**src/rtl/seq_gen_1011_if.sv**
```systemverilog
// Serial link bundle between the 1011 stimulus generator and its consumer.
// master = generator side, slave = detector/bench side.
interface seq_gen_1011_if #(
  parameter int WIDTH = 16,
  parameter int CNT_W = 3
);
  logic             load;
  logic [WIDTH-1:0] din;
  logic             ready;
  logic             PO;
  logic             valid;
  logic             busy;
  logic             done;
  logic             exp_hit;
  logic [CNT_W-1:0] exp_cnt;

  modport master (
    input  load, din, ready,
    output PO, valid, busy, done, exp_hit, exp_cnt
  );

  modport slave (
    output load, din, ready,
    input  PO, valid, busy, done, exp_hit, exp_cnt
  );
endinterface

```
**src/rtl/seq_gen_1011.sv**
```systemverilog
// Serial 1011 stimulus transmitter: shifts a parallel frame out MSB-first with
// valid/ready and runs a golden non-overlapping Mealy 1011 detector alongside it.
module seq_gen_1011 #(
  parameter int WIDTH = 16,
  parameter int CNT_W = 3
) (
  input  logic                clk,
  input  logic                reset,
  seq_gen_1011_if.master      bus
);

  localparam int BCW = $clog2(WIDTH);
  localparam logic [CNT_W-1:0] CNT_MAX = '1;

  typedef enum logic [1:0] {IDLE = 2'd0, SHIFT = 2'd1, DONE = 2'd2} state_t;
  typedef enum logic [1:0] {S0 = 2'b00, S1 = 2'b01, S2 = 2'b10, S3 = 2'b11} track_t;

  state_t           r_state;
  state_t           w_nextState;
  logic [WIDTH-1:0] r_shreg;
  logic [BCW-1:0]   r_bitCnt;
  track_t           r_track;
  track_t           w_trackNext;
  logic [CNT_W-1:0] r_expCnt;

  logic w_valid;
  logic w_po;
  logic w_busy;
  logic w_done;
  logic w_hit;
  logic w_xfer;
  logic w_lastBit;

  assign w_xfer    = w_valid & bus.ready;
  assign w_lastBit = (r_bitCnt == BCW'(WIDTH - 1));
  assign w_hit     = w_valid & w_po & (r_track == S3);

  always_ff @(posedge clk) begin
    if (reset) r_state <= IDLE;
    else       r_state <= w_nextState;
  end

  always_comb begin
    w_nextState = r_state;
    case (r_state)
      IDLE:    if (bus.load) w_nextState = SHIFT;
      SHIFT:   if (w_xfer && w_lastBit) w_nextState = DONE;
      DONE:    w_nextState = IDLE;
      default: w_nextState = IDLE;
    endcase
  end

  always_comb begin
    w_valid = 1'b0;
    w_po    = 1'b0;
    w_busy  = 1'b0;
    w_done  = 1'b0;
    case (r_state)
      SHIFT: begin
        w_valid = 1'b1;
        w_po    = r_shreg[WIDTH-1];
        w_busy  = 1'b1;
      end
      DONE: begin
        w_done = 1'b1;
        w_busy = 1'b1;
      end
      default: ;
    endcase
  end

  // Match on S3 with a 1 restarts from S0 so matches never share bits.
  always_comb begin
    w_trackNext = r_track;
    case (r_track)
      S0: w_trackNext = w_po ? S1 : S0;
      S1: w_trackNext = w_po ? S1 : S2;
      S2: w_trackNext = w_po ? S3 : S0;
      S3: w_trackNext = w_po ? S0 : S2;
      default: w_trackNext = S0;
    endcase
  end

  always_ff @(posedge clk) begin
    if (reset) begin
      r_shreg  <= '0;
      r_bitCnt <= '0;
      r_track  <= S0;
      r_expCnt <= '0;
    end else begin
      case (r_state)
        IDLE: begin
          if (bus.load) begin
            r_shreg  <= bus.din;
            r_bitCnt <= '0;
            r_track  <= S0;
            r_expCnt <= '0;
          end
        end
        SHIFT: begin
          if (w_xfer) begin
            r_shreg  <= {r_shreg[WIDTH-2:0], 1'b0};
            r_bitCnt <= r_bitCnt + 1'b1;
            r_track  <= w_trackNext;
            if (w_hit && (r_expCnt != CNT_MAX)) r_expCnt <= r_expCnt + 1'b1;
          end
        end
        default: ;
      endcase
    end
  end

  assign bus.PO      = w_po;
  assign bus.valid   = w_valid;
  assign bus.busy    = w_busy;
  assign bus.done    = w_done;
  assign bus.exp_hit = w_hit;
  assign bus.exp_cnt = r_expCnt;

endmodule

```
**src/flat_wrapper.sv**
```systemverilog
// flat-port wrapper written by rule: the top's interface ports become plain ports
module seq_gen_1011_flat 
#(
  parameter int WIDTH = 16,
  parameter int CNT_W = 3
)
  (clk, reset, bus_load, bus_din, bus_ready, bus_PO, bus_valid, bus_busy, bus_done, bus_exp_hit, bus_exp_cnt);
  seq_gen_1011_if #(.WIDTH(WIDTH), .CNT_W(CNT_W)) bus_i ();
  input  logic clk;
  input  logic reset;
  input wire logic [$bits(bus_i.load)-1:0] bus_load;
  input wire logic [$bits(bus_i.din)-1:0] bus_din;
  input wire logic [$bits(bus_i.ready)-1:0] bus_ready;
  output wire logic [$bits(bus_i.PO)-1:0] bus_PO;
  output wire logic [$bits(bus_i.valid)-1:0] bus_valid;
  output wire logic [$bits(bus_i.busy)-1:0] bus_busy;
  output wire logic [$bits(bus_i.done)-1:0] bus_done;
  output wire logic [$bits(bus_i.exp_hit)-1:0] bus_exp_hit;
  output wire logic [$bits(bus_i.exp_cnt)-1:0] bus_exp_cnt;
  assign bus_i.load = bus_load;
  assign bus_i.din = bus_din;
  assign bus_i.ready = bus_ready;
  assign bus_PO = bus_i.PO;
  assign bus_valid = bus_i.valid;
  assign bus_busy = bus_i.busy;
  assign bus_done = bus_i.done;
  assign bus_exp_hit = bus_i.exp_hit;
  assign bus_exp_cnt = bus_i.exp_cnt;
  seq_gen_1011 #(.WIDTH(WIDTH), .CNT_W(CNT_W)) u_core (.clk(clk), .reset(reset), .bus(bus_i));
endmodule
```
**config.mk**
```make
export PLATFORM = sky130hd
export DESIGN_NAME = seq_gen_1011_flat
export DESIGN_NICKNAME = d
export VERILOG_FILES = /design/src/rtl/seq_gen_1011_if.sv /design/src/rtl/seq_gen_1011.sv /design/src/flat_wrapper.sv
export SDC_FILE = /design/constraint.sdc
export NUM_CORES = 1
export LEC_CHECK = 0
export ABC_AREA = 1
export CORE_UTILIZATION = 33
export DETAILED_ROUTE_END_ITERATION = 10
export PLACE_DENSITY = 0.57
export SLEW_MARGIN = 20
export SYNTH_ARGS = -nofsm -noshare
export SYNTH_HDL_FRONTEND = slang
export SYNTH_SLANG_ARGS = --single-unit
```
**constraint.sdc**
```tcl
create_clock -name clk -period 2.02 [get_ports clk]
set_clock_uncertainty 0.1 [all_clocks]
set_input_delay 0.606 -clock clk [delete_from_list [all_inputs] [get_ports clk]]
set_output_delay 0.606 -clock clk [all_outputs]
set_load 0.01 [all_outputs]
```
After elaboration in Yosys (flattened, before gate mapping) --
Index checks and enable logic that the tools add are counted.
Word-level totals: word-level logic and storage cells 55, output and inout bits 8, input bits 20, register bits after elaboration 27
Cells by class: reduce and logical (&&, ||, !) cells 9, $add $sub $neg 2, equality and inequality tests 11, multiplexer cells 25, bitwise operators 3
Operators by type and width (number):
- two-way mux 16 bit | 2
- one-hot mux 16 bit (2 select lines) | 1
- two-way mux 2 bit | 7
- two-way mux 3 bit | 3
- two-way mux 4 bit | 2
- one-hot mux 2 bit (2 select lines) | 2
- one-hot mux 2 bit (4 select lines) | 1
- one-hot mux 4 bit (2 select lines) | 1
- == test 2 bit (second input constant) | 3
- != test 2 x 1 -> 1 bit (second input constant) | 3
- one-hot mux 3 bit (2 select lines) | 1
- two-way mux 1 bit | 5
- adder 4 x 1 -> 4 bit (second input constant) | 1
- == test 2 x 1 -> 1 bit (second input constant) | 2
- == test 4 bit (second input constant) | 1
- logical NOT 2 bit | 2
- AND reduction 4 bit | 1
- adder 3 x 1 -> 3 bit (second input constant) | 1
- bitwise AND 1 bit | 3
- != test 3 bit (second input constant) | 1
- AND reduction 3 bit | 1
- logical AND 1 bit | 2
- != test 2 bit (second input constant) | 1
- AND reduction 2 bit | 1
- other kinds (2) | 2

Depth between registers and ports, before layout --
depth after elaboration 8, gate-level depth with buffers 10, mapped depth without buffers 10

Least setup slack after synthesis --
Ideal clock, no wire load.
path type register to output, from reg u_core.r_state[1], to out bus_exp_hit, data required time 1.314 ns, stages on the path, launching flop included 5, buffers on the path 0, slack 0.353 ns, arrival 0.961 ns, cells stage by stage dfxtp_1 inv_1 ha_1 nand2_1 nor2_1
On the way: word-level cells in the longest chain between the ends 4, elaborated cells on any way between the ends 5, classes of those cells eq/ne (1); mux (2); bitwise (2)
RTL lines:
- start, declared | line seq_gen_1011.sv:18 | state_t r_state;
- start signal, assigned | line seq_gen_1011.sv:40 | else r_state <= w_nextState;
- == test 2 x 1 -> 1 bit | line seq_gen_1011.sv:58 | case (r_state)
- two-way mux 1 bit | line seq_gen_1011.sv:58
- named net bus_valid | line flat_wrapper.sv:15 | output wire logic [$bits(bus_i.valid)-1:0] bus_valid;
- bitwise AND 1 bit (2 in a row) | line seq_gen_1011.sv:36 | assign w_hit = w_valid & w_po & (r_track == S3);
- end, declared | line flat_wrapper.sv:18 | output wire logic [$bits(bus_i.exp_hit)-1:0] bus_exp_hit;
The timed path passes the listed nets, and every way through them passes these cells.

Worst setup path in the final report --
from reg u_core.r_expCnt[0] (netlist: u_core.bus.exp_cnt[0]), to out bus_exp_cnt[0]
RTL lines:
- start, declared | line seq_gen_1011.sv:24 | logic [CNT_W-1:0] r_expCnt;
- start signal, assigned | line seq_gen_1011.sv:105 | if (w_hit && (r_expCnt != CNT_MAX)) r_expCnt <= r_expCnt + 1'b1;
- end, declared | line flat_wrapper.sv:19 | output wire logic [$bits(bus_i.exp_cnt)-1:0] bus_exp_cnt;
No word-level cell between the ends.

==> results.yml <==
outcome:
  status: "complete, no violations"
final_layout:
  final_common_cell: "nand2_1"
  final_area_sq_um: 1830
  antenna_cells_inserted: 0
  utilization: 0.452
  fin_nets: 274
  drive_gt1_frac: 0.122
  area_growth_pct: 30.2
  layout_common_cells: "70 x nand2_1, 43 x nor2_1, 25 x dfxtp_1"
clock_network:
  cts.reportedPaths.clkPinSlew_ns: 0.10
  clockBufferDepth: 2
  clock_latency_ns: 0.27
  cts_root_buf: "clkbuf_8"
  tritoncts: "built"
  cts.sinks: 27
  htree_num_levels: 1
  cts_buffers: 3
  holdBufCountCts: 0
route:
  firstDrtPassIters: 4
  routed_wl_um: 3070
  routedWlPerCell_um: 10.4
  vias: 1338
  drc_errors: 0
  avgViaCountPerCell: 4.52
  ant_nets: 0
  drt_iter0_markers: 49
critical_path:
  critPathMaxFanout: 4
  end_kind: "output pin"
  path_cells: "clkdlybuf4s50_1"
  crit_buf_inv: 1
  r2r_slack_ns: 0.32
  max_stage_delay_ns: 0.56
  cp.required_ns: 1.31
  crit_path_start_kind: "flip-flop"
  reg2reg_from: "u_core.r_state[1]$_SDFFE_PP0P_"
  cp_top_family: "buffers and inverters"
  cp_num_cells: 1
  ff2ff_path_depth: 9
  arrival_ns: 1.23
  crit_type: "reg -> out"
  r2r_end: "u_core.r_shreg[4]$_SDFFE_PP0P_"
  cpMaxStageDelayCell: "clkdlybuf4s50_1"
yosys:
  synth-seq-cells: 27
  ys_top_cells_by_area: "dfxtp_1 38%, nand2_1 19%, nor2_1 12%, ha_1 6.2%, o21ai_0 5.3%"
  synth_seq_area_share: 0.384
  syn_area_sq_um: 1410
  synth_top_cell_area_share: 0.384
  syn_nets: 238
  yosysUniqueCellTypes: 18
  syn_area_per_cell_sq_um: 6.68
  synth_top_area_cell: "dfxtp_1"
  synth_cells: 211
  yosysWarnings: 0
place:
  place_ws_ns: -0.00422
  dp_hpwl_um: 2120
  io_buffers: 27
  place_congestion: 0.711
  dpl_cell_area_sq_um: 1800
global_routing:
  grt_pass1_vias: 1179
  grt_pass1_wl_um: 5200
  antenna_found_initial: 0
  grt_usage: 0.150
  grt_start_max_net_pins: 22
  grt-ovfl-total: 0
flow_run:
  drv_cap: 0
die:
  die_h_um: 67.3
  dieArea_sq_um: 4530
  design.portCount: 28
  core_area_sq_um: 4060
  die_x_um: 67.3
  rows: 23
  initial_core_util: 0.347
timing:
  period_share: 0.956
  setup_ws_ns: 0.0885
  final-setup-viol-count: 0
  whs_ns: 0.368
  finalHoldViolCount: 0
  max_freq_ghz: 0.518
  worstMarginPinSlew_ns: 0.312
  slew_headroom: 0.790
  drv_slew: 0
  rsz0062_at_grt: "false"
  fin_crit_ns: 1.93
pwr:
  leakagePower_uw: 0.000853
  p_per_area_nw_per_um2: 1440
  irDropWorstVdd_uv: 736
worst_hold_path:
  hp-class: "reg -> reg"
  min_delay_path_depth: 2
  hp-start: "u_core.r_shreg[0]$_SDFFE_PP0P_"
  min_to: "u_core.r_shreg[0]$_SDFFE_PP0P_"
cells by family after synthesis:
| group | after synthesis | share of synthesized area |
|---|---|---|
| AOI/OAI and AO/OA | 28 | 0.101 |
| xor gates and xnor gates | 1 | 0.00622 |
| adders and majority gates | 7 | 0.0622 |
| buffers and inverters | 20 | 0.0808 |
| DFF | 27 | 0.384 |
| and+or+nand+nor | 128 | 0.366 |
per-stage QoR:
| stage | power, uW | instances | TNS [ns] |
|---|---|---|---|
| 2_1_floorplan | 1890 | 211 | 0 |
| 3_3_place_gp | 2370 | 292 | 0 |
| 3_5_place_dp | 2370 | 292 | -0.00503 |
| 4_1_cts | 2680 | 296 | 0 |
| 5_1_grt | 2900 | 296 | 0 |
| 6_report | 2640 | 296 | 0 |
synthesized netlist by cell type:
master     n
nand2_1   70
nor2_1    44
dfxtp_1   27
o21ai_0   15
nand3_1   11
a21oi_1    9
inv_1      8
ha_1       7
buf_6      5
clkbuf_1   5
o21ai_1    3
buf_2      1
inv_2      1
nand2_2    1
nand2_8    1
o21bai_1   1
or2_1      1
xor2_1     1
metal layers:
metal  global-route usage  up-vias  routed length [um]
met1                0.204      585                1520
met2                0.239       19                1420
met3               0.0355        2                 104
li1                     -      732                   -
met4               0.0319        0                  19
met5                    0        -                   0
where the power goes:
| group | internal, uW | total [uW] | switching (uW) |
|---|---|---|---|
| registers | 710 | 814 | 104 |
| logic | 644 | 1510 | 867 |
| clock network | 140 | 314 | 174 |
worst max-delay path by stage:
stage / to / from / slack [ns]
floorplan: bus_exp_hit / u_core.r_state[1]$_SDFFE_PP0P_ / 0.35
global placement: u_core.r_shreg[4]$_SDFFE_PP0P_ / bus_load / 0.008
detailed placement: u_core.r_shreg[13]$_SDFFE_PP0P_ / bus_load / -0.004
CTS: bus_valid / u_core.r_state[1]$_SDFFE_PP0P_ / 0.004
global route: bus_exp_hit / u_core.r_state[1]$_SDFFE_PP0P_ / 0.04
finish: bus_exp_cnt[0] / u_core.bus.exp_cnt[0]$_SDFFE_PP0P_ / 0.09
state kept, by name, indices dropped and copies added (netlist names):
| signal | cells |
|---|---|
| u_core.bus.exp_cnt | 3 |
| u_core.r_track | 2 |
| u_core.r_shreg | 16 |
| u_core.r_state | 2 |
| u_core.r_bitCnt | 4 |
layout make-up:
class	instances	area, sq um
Fill cell	422	2220
Multi-Input combinational cell	164	759
Sequential cell	27	543
Timing Repair Buffer	42	387
Tap cell	50	62.6
Clock buffer	3	41.3
Inverter	9	33.8
Clock inverter	1	7.51
timing repair:
item	CTS	global route
resized for setup	10	8
gates cloned	0	0
setup buffers	0	0
setup endpoints to repair	5	4
pin swaps	0	1
No activity file was read; power rests on OpenSTA's default activity.
